## src/rtl/reg_write_arbiter_if.sv

```systemverilog
// Shared register-file write port: four requesters on packed slices, one arbitrated write side.
interface reg_write_arbiter_if #(
  parameter int unsigned WIDTH = 32,
  parameter int unsigned AW    = 5
);
  localparam int unsigned NREQ = 4;

  logic [NREQ-1:0]       req;
  logic [NREQ*AW-1:0]    req_addr;
  logic [NREQ*WIDTH-1:0] req_data;
  logic                  stall;
  logic [NREQ-1:0]       gnt;
  logic                  wr_en;
  logic [AW-1:0]         wr_addr;
  logic [WIDTH-1:0]      wr_data;
  logic                  busy;

  modport master (
    output req, req_addr, req_data, stall,
    input  gnt, wr_en, wr_addr, wr_data, busy
  );

  modport slave (
    input  req, req_addr, req_data, stall,
    output gnt, wr_en, wr_addr, wr_data, busy
  );
endinterface

```

## src/rtl/reg_write_arbiter.sv

```systemverilog
// Round-robin arbiter granting one of four requesters a single-cycle write into a register file.
// Register 0 is read-only: such writes are granted but issued with wr_en low.
module reg_write_arbiter #(
  parameter int unsigned WIDTH = 32,
  parameter int unsigned AW    = 5
) (
  input  logic               clk,
  input  logic               clr_n,
  reg_write_arbiter_if.slave bus
);
  localparam int unsigned NREQ = 4;
  localparam int unsigned PW   = 2;

  logic [NREQ-1:0]  r_gnt;
  logic             r_wr_en;
  logic [AW-1:0]    r_wr_addr;
  logic [WIDTH-1:0] r_wr_data;
  logic [PW-1:0]    r_ptr;

  logic [NREQ-1:0]  w_elig;
  logic             w_found;
  logic             w_grant;
  logic [PW-1:0]    w_win;
  logic [AW-1:0]    w_addr_a [NREQ];
  logic [WIDTH-1:0] w_data_a [NREQ];

  for (genvar g = 0; g < NREQ; g++) begin : g_unpack
    assign w_addr_a[g] = bus.req_addr[g*AW +: AW];
    assign w_data_a[g] = bus.req_data[g*WIDTH +: WIDTH];
  end

  // A requester holding its grant this cycle is masked so a lingering req is not re-granted.
  assign w_elig = bus.req & ~r_gnt;

  // First eligible requester scanning from the round-robin pointer.
  always_comb begin
    w_found = 1'b0;
    w_win   = r_ptr;
    for (int k = 0; k < NREQ; k++) begin
      if (!w_found && w_elig[r_ptr + PW'(k)]) begin
        w_found = 1'b1;
        w_win   = r_ptr + PW'(k);
      end
    end
  end

  assign w_grant = w_found && !bus.stall;

  always_ff @(posedge clk or negedge clr_n) begin
    if (!clr_n) begin
      r_gnt     <= '0;
      r_wr_en   <= 1'b0;
      r_wr_addr <= '0;
      r_wr_data <= '0;
      r_ptr     <= '0;
    end else begin
      r_gnt   <= '0;
      r_wr_en <= 1'b0;
      if (w_grant) begin
        r_gnt     <= NREQ'(1) << w_win;
        r_wr_en   <= (w_addr_a[w_win] != '0);
        r_wr_addr <= w_addr_a[w_win];
        r_wr_data <= w_data_a[w_win];
        r_ptr     <= w_win + PW'(1);
      end
    end
  end

  assign bus.gnt     = r_gnt;
  assign bus.wr_en   = r_wr_en;
  assign bus.wr_addr = r_wr_addr;
  assign bus.wr_data = r_wr_data;
  assign bus.busy    = |w_elig;
endmodule

```

## src/flat_wrapper.sv

```systemverilog
// flat-port wrapper written by rule: the top's interface ports become plain ports
module reg_write_arbiter_flat 
#(
  parameter int unsigned WIDTH = 32,
  parameter int unsigned AW    = 5
)
  (clk, clr_n, bus_req, bus_req_addr, bus_req_data, bus_stall, bus_gnt, bus_wr_en, bus_wr_addr, bus_wr_data, bus_busy);
  reg_write_arbiter_if #(.WIDTH(WIDTH), .AW(AW)) bus_i ();
  input  logic clk;
  input  logic clr_n;
  input wire logic [$bits(bus_i.req)-1:0] bus_req;
  input wire logic [$bits(bus_i.req_addr)-1:0] bus_req_addr;
  input wire logic [$bits(bus_i.req_data)-1:0] bus_req_data;
  input wire logic [$bits(bus_i.stall)-1:0] bus_stall;
  output wire logic [$bits(bus_i.gnt)-1:0] bus_gnt;
  output wire logic [$bits(bus_i.wr_en)-1:0] bus_wr_en;
  output wire logic [$bits(bus_i.wr_addr)-1:0] bus_wr_addr;
  output wire logic [$bits(bus_i.wr_data)-1:0] bus_wr_data;
  output wire logic [$bits(bus_i.busy)-1:0] bus_busy;
  assign bus_i.req = bus_req;
  assign bus_i.req_addr = bus_req_addr;
  assign bus_i.req_data = bus_req_data;
  assign bus_i.stall = bus_stall;
  assign bus_gnt = bus_i.gnt;
  assign bus_wr_en = bus_i.wr_en;
  assign bus_wr_addr = bus_i.wr_addr;
  assign bus_wr_data = bus_i.wr_data;
  assign bus_busy = bus_i.busy;
  reg_write_arbiter #(.WIDTH(WIDTH), .AW(AW)) u_core (.clk(clk), .clr_n(clr_n), .bus(bus_i));
endmodule
```

## config.mk

```make
export PLATFORM = sky130hd
export DESIGN_NAME = reg_write_arbiter_flat
export DESIGN_NICKNAME = d
export VERILOG_FILES = /design/src/rtl/reg_write_arbiter_if.sv /design/src/rtl/reg_write_arbiter.sv /design/src/flat_wrapper.sv
export SDC_FILE = /design/constraint.sdc
export NUM_CORES = 1
export LEC_CHECK = 0
export BUFFER_PORTS_ARGS = -buffer_cell sky130_fd_sc_hd__buf_2
export CORE_AREA = 2 2 90 114
export DETAILED_ROUTE_END_ITERATION = 6
export DIE_AREA = 0 0 92 116
export PLACE_DENSITY = 0.73
export REMOVE_ABC_BUFFERS = 1
export SLEW_MARGIN = 20
export SYNTH_ARGS = -nofsm -noshare
export SYNTH_HDL_FRONTEND = slang
export SYNTH_SLANG_ARGS = --single-unit
export TNS_END_PERCENT = 50
```

## constraint.sdc

```tcl
create_clock -name clk -period 2.6 [get_ports clk]
set_input_delay 0.13 -clock clk [delete_from_list [all_inputs] [get_ports clk]]
set_output_delay 0.13 -clock clk [all_outputs]
set_load 0.01 [all_outputs]
```

Word level (Yosys, flattened, before mapping)
Cells that the tools add are included.
{"block": "word_totals", "word_cells": 51, "inputBits": 155, "ff_bits": 44, "output_inout_bits": 43}
{"block": "classes", "shifts": 1, "magnitude_cmp": 5, "reduce_logical": 10, "n_mux": 23, "bitwise_logic": 3, "addsub": 4}
{"op": "$bmux 32 s2", "count": 1}
{"op": "$mux 32", "count": 2}
{"op": "$lt 2x3->1 const B", "count": 4}
{"op": "$bmux 5 s2", "count": 1}
{"op": "$mux 5", "count": 2}
{"op": "$mux 1", "count": 9}
{"op": "$bmux 1 s2", "count": 4}
{"op": "$mux 2", "count": 3}
{"op": "$reduce_bool 5->1", "count": 1}
{"op": "$add 2x1->2 const B", "count": 2}
{"op": "$add 2x2->2 const B", "count": 2}
{"op": "$and 4x4->4", "count": 1}
{"op": "$logic_and 1x1->1", "count": 4}
{"op": "$logic_not 1->1", "count": 4}
{"op": "$mux 4", "count": 1}
{"op": "$not 4->4", "count": 1}
{"op": "$reduce_or 4->1", "count": 1}
{"op": "$shl 1x2->4 const A", "count": 1}
{"op": "$ge 3x3->1 const B", "count": 1}
{"op": "$not 2->3", "count": 1}

Depth between registers and ports, before layout
Gate-level depths: netlist of run 1.
{"block": "depth", "word_depth": 20, "ltp_mapped": 9}

Worst setup path after synthesis of run 1
No wires, ideal clock.
{"block": "synth_path", "path_kind": "reg2reg", "from": "reg u_core.r_gnt[2] (netlist: u_core.bus.gnt[2])", "to": "reg u_core.r_wr_en (netlist: u_core.bus.wr_en)", "stages_incl_launch_ff": 7, "arrival_time_ps": 2081, "setup_time_ps": 129, "synth_period_minus_slack_ps": 2210, "setup_slack_ps": 390, "path_cell_list": "dfrtp_1 nand2b_2 or3b_4 a31o_4 a2111oi_1 o22ai_1 o41a_1"}
{"block": "synth_via", "elab_chain_cells": 20, "elab_cells_between_ends": 30, "cone_classes": "mux: 19; bitwise: 3; reduce/logical: 8"}
{"element": "start, declared", "line_no": "reg_write_arbiter.sv:14", "rtl": "logic [NREQ-1:0] r_gnt;"}
{"element": "start signal, assigned", "line_no": "reg_write_arbiter.sv:60", "rtl": "r_gnt <= NREQ'(1) << w_win;"}
{"element": "$not 4->4 *", "line_no": "reg_write_arbiter.sv:33", "rtl": "assign w_elig = bus.req & ~r_gnt;"}
{"element": "$and 4x4->4 *", "line_no": "reg_write_arbiter.sv:33"}
{"element": "$bmux 1 s2", "line_no": "reg_write_arbiter.sv:40", "rtl": "if (!w_found && w_elig[r_ptr + PW'(k)]) begin"}
{"element": "$mux 1 (implied by the code)", "line_no": "reg_write_arbiter.sv:40"}
{"element": "$mux 1", "line_no": "reg_write_arbiter.sv:40"}
{"element": "$logic_not 1->1", "line_no": "reg_write_arbiter.sv:40"}
{"element": "$logic_and 1x1->1", "line_no": "reg_write_arbiter.sv:40"}
{"element": "$mux 1", "line_no": "reg_write_arbiter.sv:40"}
{"element": "[3 not listed]"}
{"element": "$logic_not 1->1", "line_no": "reg_write_arbiter.sv:40"}
{"element": "$logic_and 1x1->1", "line_no": "reg_write_arbiter.sv:40"}
{"element": "$mux 2", "line_no": "reg_write_arbiter.sv:40"}
{"element": "$not 2->3 (implied by the code)", "line_no": "reg_write_arbiter.sv:61", "rtl": "r_wr_en <= (w_addr_a[w_win] != '0);"}
{"element": "$bmux 5 s2", "line_no": "reg_write_arbiter.sv:61"}
{"element": "$mux 5 (implied by the code) (2 in series)", "line_no": "reg_write_arbiter.sv:61"}
{"element": "$reduce_bool 5->1", "line_no": "reg_write_arbiter.sv:61"}
{"element": "$mux 1 *", "line_no": "reg_write_arbiter.sv:59", "rtl": "if (w_grant) begin"}
{"element": "end signal, assigned", "line_no": "reg_write_arbiter.sv:61"}
{"element": "end, declared", "line_no": "reg_write_arbiter.sv:15", "rtl": "logic r_wr_en;"}
Every way passes the cells marked *; elsewhere a longest branch is shown, timed or not. The select of a mux whose other input is x is not followed.
A chain may end at the register's enable or synchronous reset.

Final worst setup path of run 1
{"block": "layout_path", "from": "reg u_core.r_gnt[2] (netlist: u_core.bus.gnt[2])", "to": "reg u_core.r_wr_data[2] (netlist: u_core.bus.wr_data[2])"}
{"block": "layout_via", "elab_chain_cells": 18, "elab_cells_between_ends": 28, "cone_classes": "mux: 18; bitwise: 3; reduce/logical: 7"}
{"element": "$not 4->4 *", "line_no": "reg_write_arbiter.sv:33"}
{"element": "$and 4x4->4 *", "line_no": "reg_write_arbiter.sv:33"}
{"element": "$bmux 1 s2", "line_no": "reg_write_arbiter.sv:40"}
{"element": "$mux 1 (implied by the code)", "line_no": "reg_write_arbiter.sv:40"}
{"element": "$mux 1", "line_no": "reg_write_arbiter.sv:40"}
{"element": "$logic_not 1->1", "line_no": "reg_write_arbiter.sv:40"}
{"element": "$logic_and 1x1->1", "line_no": "reg_write_arbiter.sv:40"}
{"element": "$mux 1", "line_no": "reg_write_arbiter.sv:40"}
{"element": "$logic_not 1->1", "line_no": "reg_write_arbiter.sv:40"}
{"element": "$logic_and 1x1->1", "line_no": "reg_write_arbiter.sv:40"}
{"element": "$mux 1", "line_no": "reg_write_arbiter.sv:40"}
{"element": "$logic_not 1->1", "line_no": "reg_write_arbiter.sv:40"}
{"element": "$logic_and 1x1->1", "line_no": "reg_write_arbiter.sv:40"}
{"element": "$mux 2", "line_no": "reg_write_arbiter.sv:40"}
{"element": "$not 2->3 (implied by the code)", "line_no": "reg_write_arbiter.sv:63", "rtl": "r_wr_data <= w_data_a[w_win];"}
{"element": "$bmux 32 s2", "line_no": "reg_write_arbiter.sv:63"}
{"element": "$mux 32 (implied by the code) (2 in series)", "line_no": "reg_write_arbiter.sv:63"}
{"element": "end signal, assigned", "line_no": "reg_write_arbiter.sv:63"}
{"element": "end, declared", "line_no": "reg_write_arbiter.sv:17", "rtl": "logic [WIDTH-1:0] r_wr_data;"}
Marked as above.

==> results of run 1 <==
==> cells in the final DEF (no fill, tap or decap), drive strengths merged, types with 2 or more instances in the layout <==
cell,synthesis,layout
ha,4,4
nand2,45,45
o31ai,2,2
dfrtp,44,44
a32oi,2,2
nor2,3,3
nor2b,2,2
a22oi,2,2
a21oi,3,3
a2111oi,2,2
inv,6,6
buf,11,203
o21ai,32,32
a311oi,4,4
nand2b,3,3
a221oi,2,2
or3b,2,2
mux2,35,35
o22ai,2,2
mux2i,67,67
and2,5,5
clkbuf,10,8
==> per-stage QoR <==
step / TNS (ns) / instances / utilization, %
finish: 0 / 615 / 45.0
global route: 0 / 615 / 45.0
CTS: 0 / 614 / 44.9
detailed placement: 0 / 606 / 43.3
global placement: 0 / 606 / 43.3
floorplan: -22.81 / 277 / -
==> power breakdown <==
| group | switching [mW] | internal, mW | leakage (nW) |
|---|---|---|---|
| clock network | 0.248 | 0.383 | 0.0712 |
| registers | 0.174 | 1.01 | 0.539 |
| logic | 1.35 | 1.35 | 1.65 |
==> routing by layer <==
layer / vias up / global-route usage, %
met4: 0 / 4.58
met5: - / 0
met1: 1321 / 14.8
li1: 1457 / -
met2: 106 / 29.5
met3: 12 / 2.86
==> cell type report <==
| cell class | instances | area (sq um) | area share, % |
|---|---|---|---|
| clock buffer | 8 | 146 | 3.42 |
| timing repair buffer | 204 | 1040 | 24.4 |
| multi-input combinational | 227 | 1810 | 42.3 |
| inverter | 6 | 22.5 | 0.526 |
| sequential | 44 | 1100 | 25.7 |
| tap | 126 | 158 | 3.68 |
==> state kept, by name (all words and copies together), names as in the netlist <==
register / flops
u_core.r_ptr: 2
u_core.bus.wr_en: 1
u_core.bus.wr_addr: 5
u_core.bus.gnt: 4
u_core.bus.wr_data: 32
==> kinds of logic after synthesis <==
group                      share of synthesized area [%]
buffers and inverters                               3.98
and+or+nand+nor                                     9.61
AOI/OAI and AO/OA                                   13.0
DFF                                                 36.5
muxes                                               35.3
adders and majority gates                           1.66
==> worst min-delay path, stage by stage <==
cell and delay, ns:
buf_2 0.08, a2111oi_1 0.08, o31ai_1 0.19
==> worst paths after layout <==
check,slack (ns),endpoint,depth (start not counted)
max in group asynchronous,1.83,u_core.bus.wr_data[7],2
setup / recovery,0.18,u_core.bus.wr_data[2],7
hold reg to reg,0.48,u_core.bus.wr_data[17],2
hold / removal,0.24,u_core.bus.wr_addr[4],3
min in group asynchronous,0.39,u_core.bus.wr_data[3],2
setup reg to reg,0.18,u_core.bus.wr_data[2],7
==> results by stage, run 1 <==
Yosys:
- The mean instance size in the synthesized netlist is 10.1 sq um.
- Summing every instance area after synthesis gives 3020 sq um.
- The cell with the most instances after synthesis is mux2i_1.
- The number of enable flip-flop cells after synthesis is 0.
- Among all flip-flop cells after synthesis, the most frequent one is dfrtp_1.
- The number of warning messages in the yosys log is 0.
- Sequential cells were found to cover 36.5% of the synthesized design area.
- Ranked by total cell area, the synthesized netlist is headed by dfrtp_1 (36%), mux2i_1 (22%), mux2_2 (13%).
- The area fraction of the dominant cell type after synthesis is 36.5%.
- The instance count of the mapped netlist is 298.
- The fraction of registers with async set or reset after synthesis is between 90% and 100%.
- The synthesized netlist contains 39 unique library cells.
- The synthesized design spends more area on one cell type than any other, namely dfrtp_1.
- By count the netlist is led by mux2i_1 (67), nand2_1 (45), dfrtp_1 (44).
- The number of storage elements in the synthesis netlist is 44.

CTS:
- The clock tree synthesis step divided the H-tree into 2 levels.
- The quantity of gates resized following cts is 0.
- The TritonCTS clock tree is done.
- In this run the deepest clock path goes through 2 buffers.
- The tree is rooted in a clkbuf_16.
- TritonCTS created 5 clock buffers.
- The clock-pin slew reported for the worst setup and hold paths after clock tree synthesis is around 0.060 ns.
- The number of sinks handled by clock tree synthesis is 44.
- In this run the post-CTS setup repair buffer count came out at 0.
- Buffers inserted to repair hold after CTS numbered 0.
- The clock reaches the later pin of the worst-skew pair after 0.28 ns.

Setup path:
- The critical path in this run is classified as flip-flop to flip-flop.
- The launch point of the worst reg-to-reg path is u_core.bus.gnt[2].
- In this design, the largest share of critical-path delay is due to buffers and inverters.
- Of all nets on the critical path, the largest fanout is 43.
- The largest single stage delay on the critical path is approximately 0.55 ns.
- Walking the worst path, the cells encountered are nand2b_2 -> or3b_4 -> a31o_4 -> buf_4 -> mux2i_1 -> mux2_2 -> o21ai_1.
- The number of buffers and inverters on the critical path is 1.
- The worst setup path is captured at a flip-flop.
- The nature of the critical path startpoint is a flip-flop.
- The cell with the largest stage delay on the worst path is buf_4.
- The launch point of the critical path is u_core.bus.gnt[2].
- The required time of the worst setup path is around 2.8 ns.
- For the worst setup path, the data arrival time is 2.62 ns.

Detailed routing:
- Summed over all layers, the routed wires come to 7900 um.
- The detailed-routing wirelength on met1 is just under 3000 um.
- The routed wire length on met3 is between 400 and 500 um.
- The first TritonRoute pass finished after 4 iterations.
- Dividing the detail-routed wire length by the instance count gives 12.8 um.
- The detailed router finished its first iteration with 70 violations.
- The count of unresolved DRC violations after routing is 0.
- The total number of vias is 2896.
- Dividing the detail-routed via count by the number of cells gives 4.71.
- The detailed router used layers up to and including met4.
- The sum of met2 wire segment lengths after detailed routing is 4370 um.
- The detail route stage leaves a number of antenna-violating nets equal to 0.

Finish:
- The filler cell count is roughly 960.
- In the final design database the tool counted 647 nets.
- Compared with the post-synthesis result, the final layout area differs by 41.7%.
- In the final layout, the share of cells above drive strength 1 is between 50% and 60%.
- The number of diodes added for antenna fixing is 0.
- After routing the design area is 4280 sq um.

Hold path:
- The startpoint of the most critical hold path is bus_req_addr[19].
- The worst hold path belongs to the class primary input to flip-flop.

Place:
- The post-DP HPWL is 6390 um.
- The area of placed instances is 4120 sq um.
- During placement, the flow inserted port buffers numbering 197.
- The weighted congestion reported at the end of routability-driven placement is 0.831.
- The worst slack at placement is 0.190 ns.

Timing:
- The worst-case setup margin in the final layout is 0.183 ns.
- The count of pins over their slew limit is 0.
- The max-slew headroom at the worst pin is 54.8%.
- Hold is met by 0.235 ns.
- The clock period minus worst slack is around 2.4 ns.
- The count of final hold-check violations was 0.
- Between clock sinks in the finished design, the worst skew comes to ~0.005 ns.
- Setup repair after global routing left no endpoint under its margin.
- Derived from the worst setup path, the maximum achievable clock frequency is 0.414 GHz.
- At the pin with the least slew margin, the transition time is 0.678 ns.
- Setup violations remaining at the end of the flow were counted as 0.
- The worst path uses 93.0% of the clock period.

Run status:
- The flow ran to the end, and the final reports show no timing, DRC or antenna violations.

Floorplanning:
- The floorplan die area is about 11000 sq um.
- The y dimension of the die is 116 um.
- The die width is 92 um.
- The initial cell density of the core is 31.8%.
- The region available for standard cell placement spans 9510 sq um.
- The I/O pin count is 198.
- The initialized floorplan defines 40 standard-cell rows.

Global routing:
- The largest net degree at the start of global routing is 45.
- The number of global-route vias before repair is a little under 3000.
- Global routing used 14.6% of the available tracks across all layers.
- The first-pass GRT wire length is 12600 um.
- The number of antenna violations at the first check in global routing is 0.
- The leftover overflow at the end of global routing is 0.

Power and ir drop:
- The worst-case IR drop observed on VDD is 0.416 mV.
- The overall power after layout is 4.52 mW.
- The leakage power of the design is 2.26 nW.
- The cell area power density is 1060 nW/um^2.

Job:
- The count of max-cap constraint violations is 0.
Power figures use the tool's default switching activity.
==> run 2: changes to the inputs <==
--- a/config.mk
+++ b/config.mk
@@ -9,7 +9,7 @@
 export CORE_AREA = 2 2 90 114
 export DETAILED_ROUTE_END_ITERATION = 6
 export DIE_AREA = 0 0 92 116
-export PLACE_DENSITY = 0.73
+export PLACE_DENSITY = 0.66
 export REMOVE_ABC_BUFFERS = 1
 export SLEW_MARGIN = 20
 export SYNTH_ARGS = -nofsm -noshare
==> results by stage, run 2 (synthesis results as in run 1) <==
Timing:
- The transition time of the tightest slew-check pin was 0.705 ns (was 0.678 ns).
- The clock period minus worst slack is 2.42 ns (about the same).
- The count of pins over their slew limit is 0 (unchanged).
- The total negative setup slack is 0 ns (unchanged).
- The highest clock frequency the design can meet came to 0.414 GHz (about the same).
- Setup repair after global routing missed its margin: no (unchanged).
- The worst-case setup margin in the final layout is 0.184 ns (was 0.183 ns).
- The max-slew headroom at the worst pin is 53.0% (was 54.8%).
- The number of setup violations in the final report is 0 (unchanged).
- The count of final hold-check violations was 0 (unchanged).
- The largest clock skew in the final design is 0.00450 ns (was 0.00497 ns).
- The final critical-path share of the clock period is 92.9% (was 93.0%).

CTS:
- The number of sinks handled by clock tree synthesis is 44 (unchanged).
- The quantity of gates resized following cts is 0 (unchanged).
- The root buffer cell is clkbuf_16 (unchanged).
- The TritonCTS clock tree is done (unchanged).
- The TritonCTS buffer count is 5 (unchanged).
- The CTS H-tree depth is 2 (unchanged).
- The buffer levels on the longest clock path is 2 (unchanged).
- The clock latency at the later pin of the worst-skew pair is 0.28 ns (about the same).
- The clock-pin slew reported for the worst setup and hold paths after clock tree synthesis is 0.06 ns (about the same).
- The post-CTS repair timing setup buffer count came to 0 (unchanged).

Finish:
- The number of flip-flops under the largest register name is 32 (unchanged).
- The number of diodes added for antenna fixing is 0 (unchanged).
- The fraction of layout cells with a size suffix above 1 was 52.4% (was 52.1%).
- The relative area change from synthesis to final layout is 41.7% (about the same).
- Top library cells by usage in the layout, fill and taps aside: buf_2 (196), mux2i_1 (67), nand2_1 (45) (unchanged).
- The most common cell after layout, fill and taps aside is buf_2 (unchanged).
- The final-stage net count came to 648 (was 647).
- The filler cell count is 956 (unchanged).

Power and ir drop:
- The leakage power of the design is 2.26 nW (about the same).
- The cell area power density was 1050 nW/um^2 (was 1060 nW/um^2).
- The overall power after layout is 4.50 mW (was 4.52 mW).
- The worst IR drop on VDD is 0.377 mV (was 0.416 mV).

Floorplanning:
- The die width is 92 um (unchanged).
- The number of placement rows was 40 (unchanged).
- The initial cell density of the core is 31.8% (unchanged).
- The I/O pin count was 198 (unchanged).
- The y dimension of the die was 116 um (unchanged).
- The placeable core region is 9510 sq um (unchanged).
- The floorplan die area is 10700 sq um (unchanged).

Place:
- The post-DP HPWL is 6410 um (was 6390 um).
- The total of buffers placed on input and output ports is 197 (unchanged).
- The weighted congestion reported at the end of routability-driven placement is 0.806 (was 0.831).
- The worst slack at placement is 0.188 ns (was 0.190 ns).

Global routing:
- The met2 routing resource usage after global routing is 28.0% (was 29.5%).
- The largest net degree at the start of global routing is 45 (unchanged).
- The global routing usage summed across all routing layers is 15.0% (was 14.6%).
- The first-pass GRT wire length was 13000 um (was 12600 um).
- The number of global-route vias before repair was 2939 (was 2894).
- The met3 capacity usage during global routing came to 3.97% (was 2.86%).
- The leftover overflow at the end of global routing is 0 (unchanged).
- The met1 routing resource usage after global routing was 16.5% (was 14.8%).
- The busiest metal layer after global routing was met2 (unchanged).
- The number of antenna violations at the first check in global routing is 0 (unchanged).

Setup path:
- The arrival time of the worst setup path is 2.57 ns (was 2.62 ns).
- The path type of the worst setup path is flip-flop to flip-flop (unchanged).
- The end of the worst register-to-register path was u_core.bus.wr_en (was u_core.bus.wr_data[2]).
- The maximum net fanout on the critical path came to 11 (was 43).
- The required time of the worst setup path came to 2.76 ns (was 2.80 ns).
- The nature of the critical path startpoint is a flip-flop (unchanged).
- The worst reg2reg path depth came to 6 (was 7).
- The launch point of the worst reg-to-reg path is u_core.bus.gnt[2] (unchanged).
- The endpoint kind of the worst setup timing path is a flip-flop (unchanged).
- The slack of the worst reg-to-reg path is 0.18 ns (about the same).

Detailed routing:
- The total number of vias is 2893 (was 2896).
- The sum of routed wire length over all layers is 8040 um (was 7900 um).
- The DRC marker count from the first detailed-route iteration was 88 (was 70).
- The remaining antenna violation count was 0 (unchanged).
- The detail-routed net length per standard cell came to 13.1 um (was 12.8 um).
- The number of vias per cell after detailed routing was 4.72 (was 4.71).
- The count of TritonRoute iterations in the first routing pass is 4 (unchanged).
- The count of unresolved DRC violations after routing came to 0 (unchanged).

Run status:
- Status: complete, no violations (unchanged).

Job:
- The count of max-cap constraint violations is 0 (unchanged).

Hold path:
- The startpoint of the most critical hold path was bus_req_addr[17] (was bus_req_addr[19]).
- The endpoint of the worst hold-timing path is u_core.bus.wr_addr[2] (was u_core.bus.wr_addr[4]).
- The instance count along the most critical hold path is 3 (unchanged).
- The class of the tightest hold or removal check is primary input to flip-flop (unchanged).
==> run 2: cell types whose count changed in the layout (fill, tap and decap cells not counted) <==
cell,delta
buf_12,+1
clkbuf_1,-2
clkbuf_8,-1
==> run 2: final cells by class <==
cell class / count / area (sq um) / share of cell area [%]
multi-input cells: 227 / 1810 / 42.3
flip-flops and latches: 44 / 1100 / 25.7
repair buffers: 205 / 1060 / 24.9
well taps: 126 / 158 / 3.68
clock buffers: 5 / 125 / 2.92
inverters: 6 / 22.5 / 0.526
==> run 2: worst max-delay path by stage <==
stage | from | endpoint | slack, ns | depth (start not counted)
floorplan | u_core.bus.gnt[3] | u_core.bus.wr_en | -0.77 | 6
global placement | u_core.bus.gnt[0] | u_core.bus.wr_data[13] | 0.32 | 8
detailed placement | u_core.bus.gnt[2] | u_core.bus.wr_en | 0.19 | 6
CTS | u_core.bus.gnt[2] | u_core.bus.wr_en | 0.18 | 6
global route | u_core.bus.gnt[2] | u_core.bus.wr_data[11] | 0.04 | 8
finish | u_core.bus.gnt[2] | u_core.bus.wr_en | 0.18 | 6
==> run 2: metal layers <==
layer | up-vias | wire [um]
met4 | 0 | 136
met2 | 116 | 4220
met1 | 1307 | 3070
met3 | 10 | 617
li1 | 1460 | -
met5 | - | 0
==> run 2: worst max-delay path: stages (launching register included) <==
cell and delay [ns]:
dfrtp_1 0.37, nand2b_2 0.17, or3b_4 0.42, a31o_4 0.31, a2111oi_1 0.55, o22ai_1 0.15
o41a_1 0.33
==> run 2: power breakdown <==
part | switching [mW] | internal, mW | total, mW
combinational | 1.37 | 1.37 | 2.74
sequential | 0.180 | 1.01 | 1.19
clock | 0.233 | 0.339 | 0.572
==> run 2: per-stage QoR <==
stage	hold WS, ns	cells	util (%)	instance area [sq um]
global placement	0.363	607	43.6	4140
finish	0.249	613	45.0	4280
floorplan	-0.166	277	-	2920
detailed placement	0.362	607	43.6	4140
CTS	0.0519	612	44.9	4270
global route	0.265	613	45.0	4280
==> run 2: what timing repair did <==
item,CTS,global route
hold endpoints to repair,0,44
hold buffers,0,1
setup endpoints to repair,0,0
==> run 3: changes to the inputs <==
--- a/config.mk
+++ b/config.mk
@@ -10,6 +10,7 @@
 export DETAILED_ROUTE_END_ITERATION = 6
 export DIE_AREA = 0 0 92 116
 export PLACE_DENSITY = 0.66
+export RECOVER_POWER = 50
 export REMOVE_ABC_BUFFERS = 1
 export SLEW_MARGIN = 20
 export SYNTH_ARGS = -nofsm -noshare
==> results by stage, run 3 (synthesis results as in run 1) <==
Run status:
- Status: complete, no violations (unchanged).

Place:
- The weighted congestion reported at the end of routability-driven placement is 0.806 (unchanged).
- The post-DP HPWL is 6410 um (unchanged).
- The worst slack at placement is 0.188 ns (unchanged).
- The total of buffers placed on input and output ports is 197 (unchanged).

CTS:
- The root buffer cell is clkbuf_16 (unchanged).
- The clock-pin slew reported for the worst setup and hold paths after clock tree synthesis is 0.06 ns (about the same).
- The TritonCTS clock tree is done (unchanged).
- The buffer levels on the longest clock path is 2 (unchanged).
- The CTS H-tree depth came to 2 (unchanged).
- The TritonCTS buffer count came to 5 (unchanged).
- The number of sinks handled by clock tree synthesis is 44 (unchanged).
- The clock latency at the later pin of the worst-skew pair is 0.28 ns (about the same).

Hold path:
- The instance count along the most critical hold path is 3 (unchanged).
- The class of the tightest hold or removal check is primary input to flip-flop (unchanged).
- The endpoint of the worst hold-timing path was u_core.bus.wr_addr[2] (unchanged).
- The startpoint of the most critical hold path was bus_req_addr[17] (unchanged).

Setup path:
- The path type of the worst setup path is flip-flop to flip-flop (unchanged).
- The arrival time of the worst setup path is 2.58 ns (was 2.57 ns).
- The required time of the worst setup path is 2.76 ns (about the same).
- The worst reg2reg path depth came to 6 (unchanged).
- The nature of the critical path startpoint is a flip-flop (unchanged).
- The endpoint kind of the worst setup timing path is a flip-flop (unchanged).
- The maximum net fanout on the critical path was 11 (unchanged).
- The launch point of the worst reg-to-reg path is u_core.bus.gnt[2] (unchanged).
- The slack of the worst reg-to-reg path is 0.18 ns (about the same).
- The end of the worst register-to-register path is u_core.bus.wr_en (unchanged).

Timing:
- Setup repair after global routing missed its margin: no (unchanged).
- The clock period minus worst slack is 2.42 ns (about the same).
- The number of setup violations in the final report is 0 (unchanged).
- The transition time of the tightest slew-check pin is 1.11 ns (was 0.705 ns).
- The final critical-path share of the clock period is 93.1% (was 92.9%).
- The worst-case setup margin in the final layout is 0.179 ns (was 0.184 ns).
- The highest clock frequency the design can meet was 0.413 GHz (was 0.414 GHz).
- The largest clock skew in the final design is 0.00439 ns (was 0.00450 ns).
- The count of final hold-check violations is 0 (unchanged).
- The count of pins over their slew limit is 0 (unchanged).
- The max-slew headroom at the worst pin is 25.8% (was 53.0%).

Detailed routing:
- The sum of routed wire length over all layers was 8060 um (was 8040 um).
- The count of TritonRoute iterations in the first routing pass is 4 (unchanged).
- The number of vias per cell after detailed routing is 4.72 (about the same).
- The count of unresolved DRC violations after routing is 0 (unchanged).
- The DRC marker count from the first detailed-route iteration was 89 (was 88).
- The detail-routed net length per standard cell is 13.1 um (about the same).
- The remaining antenna violation count came to 0 (unchanged).
- The total number of vias came to 2892 (was 2893).

Finish:
- The final-stage net count came to 648 (unchanged).
- The most common cell after layout, fill and taps aside is buf_2 (unchanged).
- The number of diodes added for antenna fixing is 0 (unchanged).
- The filler cell count is 966 (was 956).
- The number of flip-flops under the largest register name came to 32 (unchanged).
- The fraction of layout cells with a size suffix above 1 is 48.0% (was 52.4%).
- Top library cells by usage in the layout, fill and taps aside: buf_2 (175), mux2i_1 (67), nand2_1 (45) (was buf_2 (196), mux2i_1 (67), nand2_1 (45)).
- The relative area change from synthesis to final layout came to 40.7% (was 41.7%).

Power and ir drop:
- The switching fraction of total power is 40.2% (was 39.7%).
- The worst IR drop on VDD came to 0.378 mV (was 0.377 mV).
- The total internal power is 2.67 mW (was 2.72 mW).
- The portion of total power attributed to sequential cells is 26.8% (was 26.4%).
- The cell area power density is 1050 nW/um^2 (about the same).
- The leakage power of the design is 2.19 nW (was 2.26 nW).
- The combinational fraction of design power is 60.4% (was 60.9%).
- The clock network fraction of total power was 12.8% (was 12.7%).
- The overall power after layout is 4.47 mW (was 4.50 mW).
- The switching power summed over all nets came to 1.80 mW (was 1.79 mW).

Floorplanning:
- The y dimension of the die is 116 um (unchanged).
- The initial cell density of the core was 31.8% (unchanged).
- The die width is 92 um (unchanged).
- The number of placement rows came to 40 (unchanged).
- The I/O pin count was 198 (unchanged).
- The placeable core region is 9510 sq um (unchanged).
- The floorplan die area was 10700 sq um (unchanged).

Global routing:
- The first-pass GRT wire length is 13000 um (unchanged).
- The number of antenna violations at the first check in global routing came to 0 (unchanged).
- The leftover overflow at the end of global routing came to 0 (unchanged).
- The number of global-route vias before repair is 2939 (unchanged).
- The largest net degree at the start of global routing is 45 (unchanged).
- The global routing usage summed across all routing layers was 15.0% (unchanged).

Job:
- The count of max-cap constraint violations was 0 (unchanged).
-- run 3: changes by cell type in the layout (fill, tap and decap cells not counted), sizes merged --
cell | before | now
buf | 204 | 182
clkbuf | 5 | 27
-- run 3: worst max-delay path, stage by stage, from the launching register on --
cell and delay [ns]:
dfrtp_1 0.37, nand2b_2 0.17, or3b_4 0.42, a31o_4 0.31, a2111oi_1 0.55, o22ai_1 0.15
o41a_1 0.33
-- run 3: through the flow --
stage	std cells	util, %	area, sq um	hold WS (ns)	setup TNS (ns)
2_1_floorplan	277	-	2920	-0.166	-22.81
3_3_place_gp	607	43.6	4140	0.363	0
3_5_place_dp	607	43.6	4140	0.362	0
4_1_cts	612	44.9	4270	0.0519	0
5_1_grt	613	44.7	4250	0.265	0
6_report	613	44.7	4250	0.249	0
-- run 3: routing by layer --
metal | GRT usage (%) | vias to the layer above | share of wire [%]
li1 | - | 1457 | -
met4 | 4.98 | 0 | 1.7
met1 | 16.5 | 1303 | 38
met2 | 28.0 | 122 | 52
met5 | 0 | - | 0
met3 | 3.97 | 10 | 7.8
-- run 3: worst max path at each step --
stage,start,end,slack (ns),cells past startpoint
floorplan,u_core.bus.gnt[3],u_core.bus.wr_en,-0.77,6
global placement,u_core.bus.gnt[0],u_core.bus.wr_data[13],0.32,8
detailed placement,u_core.bus.gnt[2],u_core.bus.wr_en,0.19,6
CTS,u_core.bus.gnt[2],u_core.bus.wr_en,0.18,6
global route,u_core.bus.gnt[2],u_core.bus.wr_data[11],0.04,8
finish,u_core.bus.gnt[2],u_core.bus.wr_en,0.18,6
-- run 3: power by group through the flow --
stage | combinational [mW] | sequential (mW) | clock (mW)
after floorplan | 1.78 | 1.34 | 0
after global placement | 2.71 | 1.19 | 0
after detailed placement | 2.77 | 1.20 | 0
after CTS | 2.78 | 1.19 | 0.597
after global routing | 2.97 | 1.24 | 0.626
final | 2.70 | 1.20 | 0.573
-- run 3: what timing repair did --
item	CTS	global route
setup buffers	0	0
hold endpoints to repair	0	44
hold buffers	0	1
resized for setup	0	0
-- run 3: final cells by class --
cell class,count,area (sq um),area share [%]
multi-input cells,227,1810,42.6
flip-flops and latches,44,1100,25.9
repair buffers,205,1030,24.3
well taps,126,158,3.71
clock buffers,5,125,2.94
inverters,6,22.5,0.530
